## config.mk

```make
export PLATFORM = sky130hd
export DESIGN_NAME = magia_tile_launch_ctrl
export DESIGN_NICKNAME = d
export VERILOG_FILES = /design/src/rtl/magia_tile_launch_ctrl.sv
export SDC_FILE = /design/constraint.sdc
export NUM_CORES = 1
export LEC_CHECK = 0
export BUFFER_PORTS_ARGS = -buffer_cell sky130_fd_sc_hd__buf_4
export CORE_MARGIN = 1
export CORE_UTILIZATION = 44
export DETAILED_ROUTE_END_ITERATION = 10
export PLACE_DENSITY = 0.78
export SLEW_MARGIN = 15
export SYNTH_ARGS = -nofsm -noshare
export SYNTH_HDL_FRONTEND = slang
export SYNTH_SLANG_ARGS = --single-unit
```

## constraint.sdc

```tcl
create_clock -name clk_i -period 2.4 [get_ports clk_i]
set_clock_uncertainty 0.2 [all_clocks]
set_input_delay 0.36 -clock clk_i [delete_from_list [all_inputs] [get_ports clk_i]]
set_output_delay 0.36 -clock clk_i [all_outputs]
set_load 0.02 [all_outputs]
```

## src/rtl/magia_tile_launch_ctrl.sv

```systemverilog
// Purpose     : enables, boots and launches N_TILES RedMulE tiles with staggered fetch-enable;
//               collects EOC/busy and reports done, timeout and a LAUNCH/RUN cycle count.
// Latency     : tile_enable_o 1 cycle after an accepted start, first fetch_enable_o 2 cycles after.
// Backpressure: none; start_i is dropped while a launch is in flight, abort_i always wins.
//
// Ports:
//   clk_i, rstn_i            clock, asynchronous active-low reset
//   start_i, abort_i         launch request (IDLE/DONE/TOUT), synchronous abort (any state)
//   tile_mask_i, timeout_i   tiles to launch and timeout (0 = off); latched on accepted start
//   tile_busy_i, tile_eoc_i  per-tile busy level and end-of-computation pulse
//   tile_enable_o            per-tile enable, set from ENABLE onwards
//   fetch_enable_o           per-tile fetch enable, staggered by STAGGER_CYCLES
//   boot_addr_o, mhartid_o   constant boot address and per-tile hart id
//   eoc_mask_o               sticky EOCs seen from launched tiles
//   done_o, timeout_o        completion / timeout levels
//   cycles_o                 saturating cycle count since LAUNCH entry

module magia_tile_launch_ctrl #(
    parameter int unsigned N_TILES        = 4,
    parameter logic [31:0] BOOT_ADDR      = 32'h0000_0080,
    parameter logic [31:0] HARTID_BASE    = 32'd0,
    parameter int unsigned STAGGER_CYCLES = 4,
    parameter int unsigned CNT_W          = 32
) (
    input  logic                     clk_i,
    input  logic                     rstn_i,
    input  logic                     start_i,
    input  logic                     abort_i,
    input  logic [N_TILES-1:0]       tile_mask_i,
    input  logic [CNT_W-1:0]         timeout_i,
    input  logic [N_TILES-1:0]       tile_busy_i,
    input  logic [N_TILES-1:0]       tile_eoc_i,
    output logic [N_TILES-1:0]       tile_enable_o,
    output logic [N_TILES-1:0]       fetch_enable_o,
    output logic [31:0]              boot_addr_o,
    output logic [N_TILES-1:0][31:0] mhartid_o,
    output logic [N_TILES-1:0]       eoc_mask_o,
    output logic                     done_o,
    output logic                     timeout_o,
    output logic [CNT_W-1:0]         cycles_o
);

    localparam int unsigned       STAG_W      = (STAGGER_CYCLES > 1) ? $clog2(STAGGER_CYCLES) : 1;
    localparam logic [STAG_W-1:0] STAG_RELOAD = STAG_W'(STAGGER_CYCLES - 1);

    typedef enum logic [2:0] {
        S_IDLE,
        S_ENABLE,
        S_LAUNCH,
        S_RUN,
        S_DONE,
        S_TOUT
    } state_t;

    state_t             state_q, state_d;
    logic [N_TILES-1:0] mask_q, mask_d;
    logic [N_TILES-1:0] tile_en_q, tile_en_d;
    logic [N_TILES-1:0] fetch_q, fetch_d;
    logic [N_TILES-1:0] eoc_q, eoc_d;
    logic [CNT_W-1:0]   timeout_q, timeout_d;
    logic [CNT_W-1:0]   cycles_q, cycles_d;
    logic [STAG_W-1:0]  stag_q, stag_d;

    logic [N_TILES-1:0] pending;
    logic [N_TILES-1:0] next_tile;
    logic [N_TILES-1:0] eoc_all;
    logic               all_done;
    logic               tout_hit;
    logic [CNT_W-1:0]   cycles_inc;

    // Masked tiles not yet launched; the lowest set bit is the next one to start.
    assign pending    = mask_q & ~fetch_q;
    assign next_tile  = pending & (~pending + N_TILES'(1));
    // Completion looks at this cycle's EOCs too, so a last EOC coinciding
    // with the timeout cycle still ends in DONE.
    assign eoc_all    = eoc_q | (tile_eoc_i & fetch_q);
    assign all_done   = (eoc_all == mask_q) && ((tile_busy_i & mask_q) == '0);
    assign tout_hit   = (timeout_q != '0) && (cycles_q == timeout_q);
    assign cycles_inc = (&cycles_q) ? cycles_q : cycles_q + CNT_W'(1);

    always_comb begin
        state_d   = state_q;
        mask_d    = mask_q;
        tile_en_d = tile_en_q;
        fetch_d   = fetch_q;
        eoc_d     = eoc_q;
        timeout_d = timeout_q;
        cycles_d  = cycles_q;
        stag_d    = stag_q;

        unique case (state_q)
            S_IDLE, S_DONE, S_TOUT: begin
                if (start_i) begin
                    mask_d    = tile_mask_i;
                    timeout_d = timeout_i;
                    tile_en_d = tile_mask_i;
                    fetch_d   = '0;
                    eoc_d     = '0;
                    state_d   = (tile_mask_i == '0) ? S_DONE : S_ENABLE;
                end
            end
            S_ENABLE: begin
                fetch_d  = next_tile;
                stag_d   = STAG_RELOAD;
                cycles_d = '0;
                state_d  = S_LAUNCH;
            end
            S_LAUNCH: begin
                cycles_d = cycles_inc;
                eoc_d    = eoc_all;
                if (tout_hit) begin
                    fetch_d = '0;
                    state_d = S_TOUT;
                end else if (pending == '0) begin
                    state_d = S_RUN;
                end else if (stag_q == '0) begin
                    fetch_d = fetch_q | next_tile;
                    stag_d  = STAG_RELOAD;
                end else begin
                    stag_d = stag_q - STAG_W'(1);
                end
            end
            S_RUN: begin
                cycles_d = cycles_inc;
                eoc_d    = eoc_all;
                if (all_done) begin
                    state_d = S_DONE;
                end else if (tout_hit) begin
                    fetch_d = '0;
                    state_d = S_TOUT;
                end
            end
            default: state_d = S_IDLE;
        endcase

        if (abort_i) begin
            state_d   = S_IDLE;
            mask_d    = '0;
            tile_en_d = '0;
            fetch_d   = '0;
            eoc_d     = '0;
            timeout_d = '0;
            cycles_d  = '0;
            stag_d    = '0;
        end
    end

    always_ff @(posedge clk_i or negedge rstn_i) begin
        if (!rstn_i) begin
            state_q   <= S_IDLE;
            mask_q    <= '0;
            tile_en_q <= '0;
            fetch_q   <= '0;
            eoc_q     <= '0;
            timeout_q <= '0;
            cycles_q  <= '0;
            stag_q    <= '0;
        end else begin
            state_q   <= state_d;
            mask_q    <= mask_d;
            tile_en_q <= tile_en_d;
            fetch_q   <= fetch_d;
            eoc_q     <= eoc_d;
            timeout_q <= timeout_d;
            cycles_q  <= cycles_d;
            stag_q    <= stag_d;
        end
    end

    assign tile_enable_o  = tile_en_q;
    assign fetch_enable_o = fetch_q;
    assign eoc_mask_o     = eoc_q;
    assign done_o         = (state_q == S_DONE);
    assign timeout_o      = (state_q == S_TOUT);
    assign cycles_o       = cycles_q;
    assign boot_addr_o    = BOOT_ADDR;

    for (genvar i = 0; i < N_TILES; i++) begin : g_hartid
        assign mhartid_o[i] = HARTID_BASE + 32'(i);
    end

endmodule

```

==> impl_results.md <==
* Share of the synthesized area in the top cell type at 35.2%
* Vias at 4963
* Reg2Reg Capture Point: cycles_o[9]
* Cell leakage power at 0.00356 µW
* HP Start: timeout_i[28]
* Antenna violations before repair at 0
* CP max FO at 8
* Final hold violation count at 0
* Initial Util at 45.5%
* Pwr Density at 710 mW/mm²
* Critical path startpoint: cycles_o[0]
* CP Cell Sequence: ha_4, and4_1, nand4_1, or4_4, buf_4, o21ai_4, buf_4, nor4_1, o21a_1
* RSZ-0062 raised after global routing: true
* Clk root buf: clkbuf_16
* Crit path capture type: flop
* Critical-path top delay cell: or4_4
* Layout net count at 874
* Multi-input gate area at 0.00302 mm²
* Async SR Flop Fraction at 100%
* Largest stage delay, worst path at 0.47 ns
* Clock buffer count from CTS at 9
* Outcome: complete, no violations
* Die Footprint at 0.0136 mm²
* Storage cell area at 0.00204 mm²
* Critical path arrival at 2.38 ns
* Die X at 116 µm
* Hold Path Cell Cnt at 3
* Routed Antenna Nets at 0
* Starting DRT DRC Count at 370
* DRC violations left at 0
* Worst skew pair latency at 0.34 ns
* Hold_ws at 0.0618 ns
* Top-count cell post-synth: buf_4
* Ys flop type: dfrtp_1
* Syn. warnings at 0
* Max_cap viols at 0
* Vias in the first global route at 4287
* Sequential fraction of the synthesis area at 35.2%
* Number of library cell types mapped by synthesis at 60
* R2r worst-path depth at 9
* Half-perimeter wire length after placement at 10900 µm
* Setup_tns at 0 ns
* Avg Cell Area, Syn at 8.55 µm²
* Fin crit period at 2.35 ns
* IR drop worst, VDD at 0.357 mV
* Hold endpoint: timeout_q[28]
* Crit Path Class: reg2reg
* Longest Clk Path Bufs at 2
* Area grow syn2layout at 19.8%
* CTS Sinks at 81
* Share of cells above drive strength 1 at 25.8%
* Ranking of synthesized cells by area: dfrtp_1, buf_4, nand2_1
* Part of the cycle the worst path needs at 98.0%
* Required time worst endpoint at 2.43 ns
* Critical Path Source Type: flop
* Mapped Area at 0.00576 mm²
* CTS tree: done
* Global-route wire length before repair at 21900 µm
* Hold/Removal Path Class: in2reg
* Final max-slew violation count at 0
* Post-DR wirelength/cell at 14.5 µm
* Clock Pin Slew Worst Setup and Hold Paths at 0.06 ns
* DR pass1 iterations at 5
* H-Tree Depth at 3
* Total GRT Usage at 21.2%
* Synth area leader: dfrtp_1
* Row count at 41
* FMAX at 0.425 GHz
* Count of state elements after synthesis at 81
* Post-Route WL at 14500 µm
* Synth top cells by count: buf_4, nand2_1, dfrtp_1
* Post-synth EDFFs at 0
* Largest net degree at the start of global routing at 46
* Fill cell count at 1160
* Die H at 116 µm
* Gr ovfl total at 0
* Most frequent CP cell: buf_4
* Cells after Synth at 674
* Global placement routability congestion at 0.889
* Drt via density at 4.96
* Reg2reg start: cycles_o[0]
* Num ports at 254
* # diodes at 0
* Core Box Area at 0.0127 mm²
* Reg2reg setup slack at 0.05 ns
* Endpoints failing setup at 0
* Port Buffer Count at 93
==> flip-flops by register name, summed over array words and instances, names as in the netlist <==
name and cells:
tile_enable_o 4, fetch_enable_o 4, state_q 3, timeout_q 32, cycles_o 32, stag_q 2
eoc_mask_o 4
==> layout make-up <==
| class | count | share of cell area, % |
|---|---|---|
| tap | 172 | 3.12 |
| clock inverter | 5 | 0.779 |
| multi-input combinational | 553 | 43.8 |
| clock buffer | 11 | 3.52 |
| sequential | 81 | 29.5 |
| inverter | 12 | 0.652 |
| timing repair buffer | 167 | 18.7 |
==> metrics by stage <==
stage | instances | util (%) | instance area, µm² | power (µW) | worst slack (ns)
2_1_floorplan | 832 | - | 6380 | 3060 | -0.00186
5_1_grt | 1001 | 54.5 | 6900 | 5180 | -0.0828
4_1_cts | 995 | 53.6 | 6790 | 4810 | 0.00435
3_5_place_dp | 978 | 51.1 | 6470 | 3410 | 0.00752
6_report | 1001 | 54.5 | 6900 | 4910 | 0.0487
3_3_place_gp | 978 | 51.1 | 6470 | 3380 | 0.00864
==> placed cells by master, fill, tap and decap left out, drive strengths merged, types with 6 or more instances in the layout <==
cell / n
and3: 6
a21oi: 55
o21ai: 23
o31ai: 6
o211ai: 8
inv: 13
nand4: 9
nor4: 18
clkbuf: 11
xor2: 35
nor3: 9
or3: 9
nor2b: 6
conb: 160
nor2: 29
buf: 166
or4: 11
nand2: 98
nand3: 11
dfrtp: 81
==> layer usage <==
layer / share of wire [%] / global-route usage (%)
met5: 0 / 0
met4: 2.5 / 8.29
met3: 7.3 / 3.43
met2: 48 / 33.6
met1: 42 / 29.2
==> report_power, final <==
group | internal, µW | switching [µW]
combinational | 674 | 1150
clock | 833 | 559
sequential | 1520 | 170
==> how the worst max path moves through the flow <==
stage	end	slack (ns)	cells after the start
global route	stag_q[0]	-0.08	7
detailed placement	stag_q[0]	0.008	7
CTS	stag_q[0]	0.004	7
global placement	stag_q[0]	0.009	7
floorplan	cycles_o[12]	-0.002	9
finish	cycles_o[9]	0.05	9
==> kinds of logic (layout without fill, tap and decap cells) <==
logic type / count (synthesis) / count (layout) / synth area share [%]
adder cells (fa/ha/maj): 2 / 2 / 0.434
XOR/XNOR: 38 / 38 / 5.78
AND/OR/NAND/NOR: 219 / 219 / 18.8
AO/OA/AOI/OAI: 127 / 127 / 14.3
buffers and inverters: 198 / 195 / 24.1
flip-flops: 81 / 81 / 35.2
multiplexers: 7 / 7 / 1.26
other: 2 / 160 / 0.130
==> what timing repair did <==
| item | CTS | global route |
|---|---|---|
| resized for setup | 1 | 18 |
| setup endpoints to repair | 1 | 21 |
| hold endpoints to repair | 29 | 0 |
| pin swaps | 0 | 8 |
| setup buffers | 0 | 6 |
| hold buffers | 1 | 0 |
| cloned | 0 | 0 |
==> critical path: cells and delay by family (launching register included) <==
kind            cells  cell delay, ns
fa+ha+maj           1            0.15
flops               1            0.38
compound gates      2            0.31
buf+inv             2            0.34
simple gates        4            0.85
No activity file was read; power rests on OpenSTA's default activity.
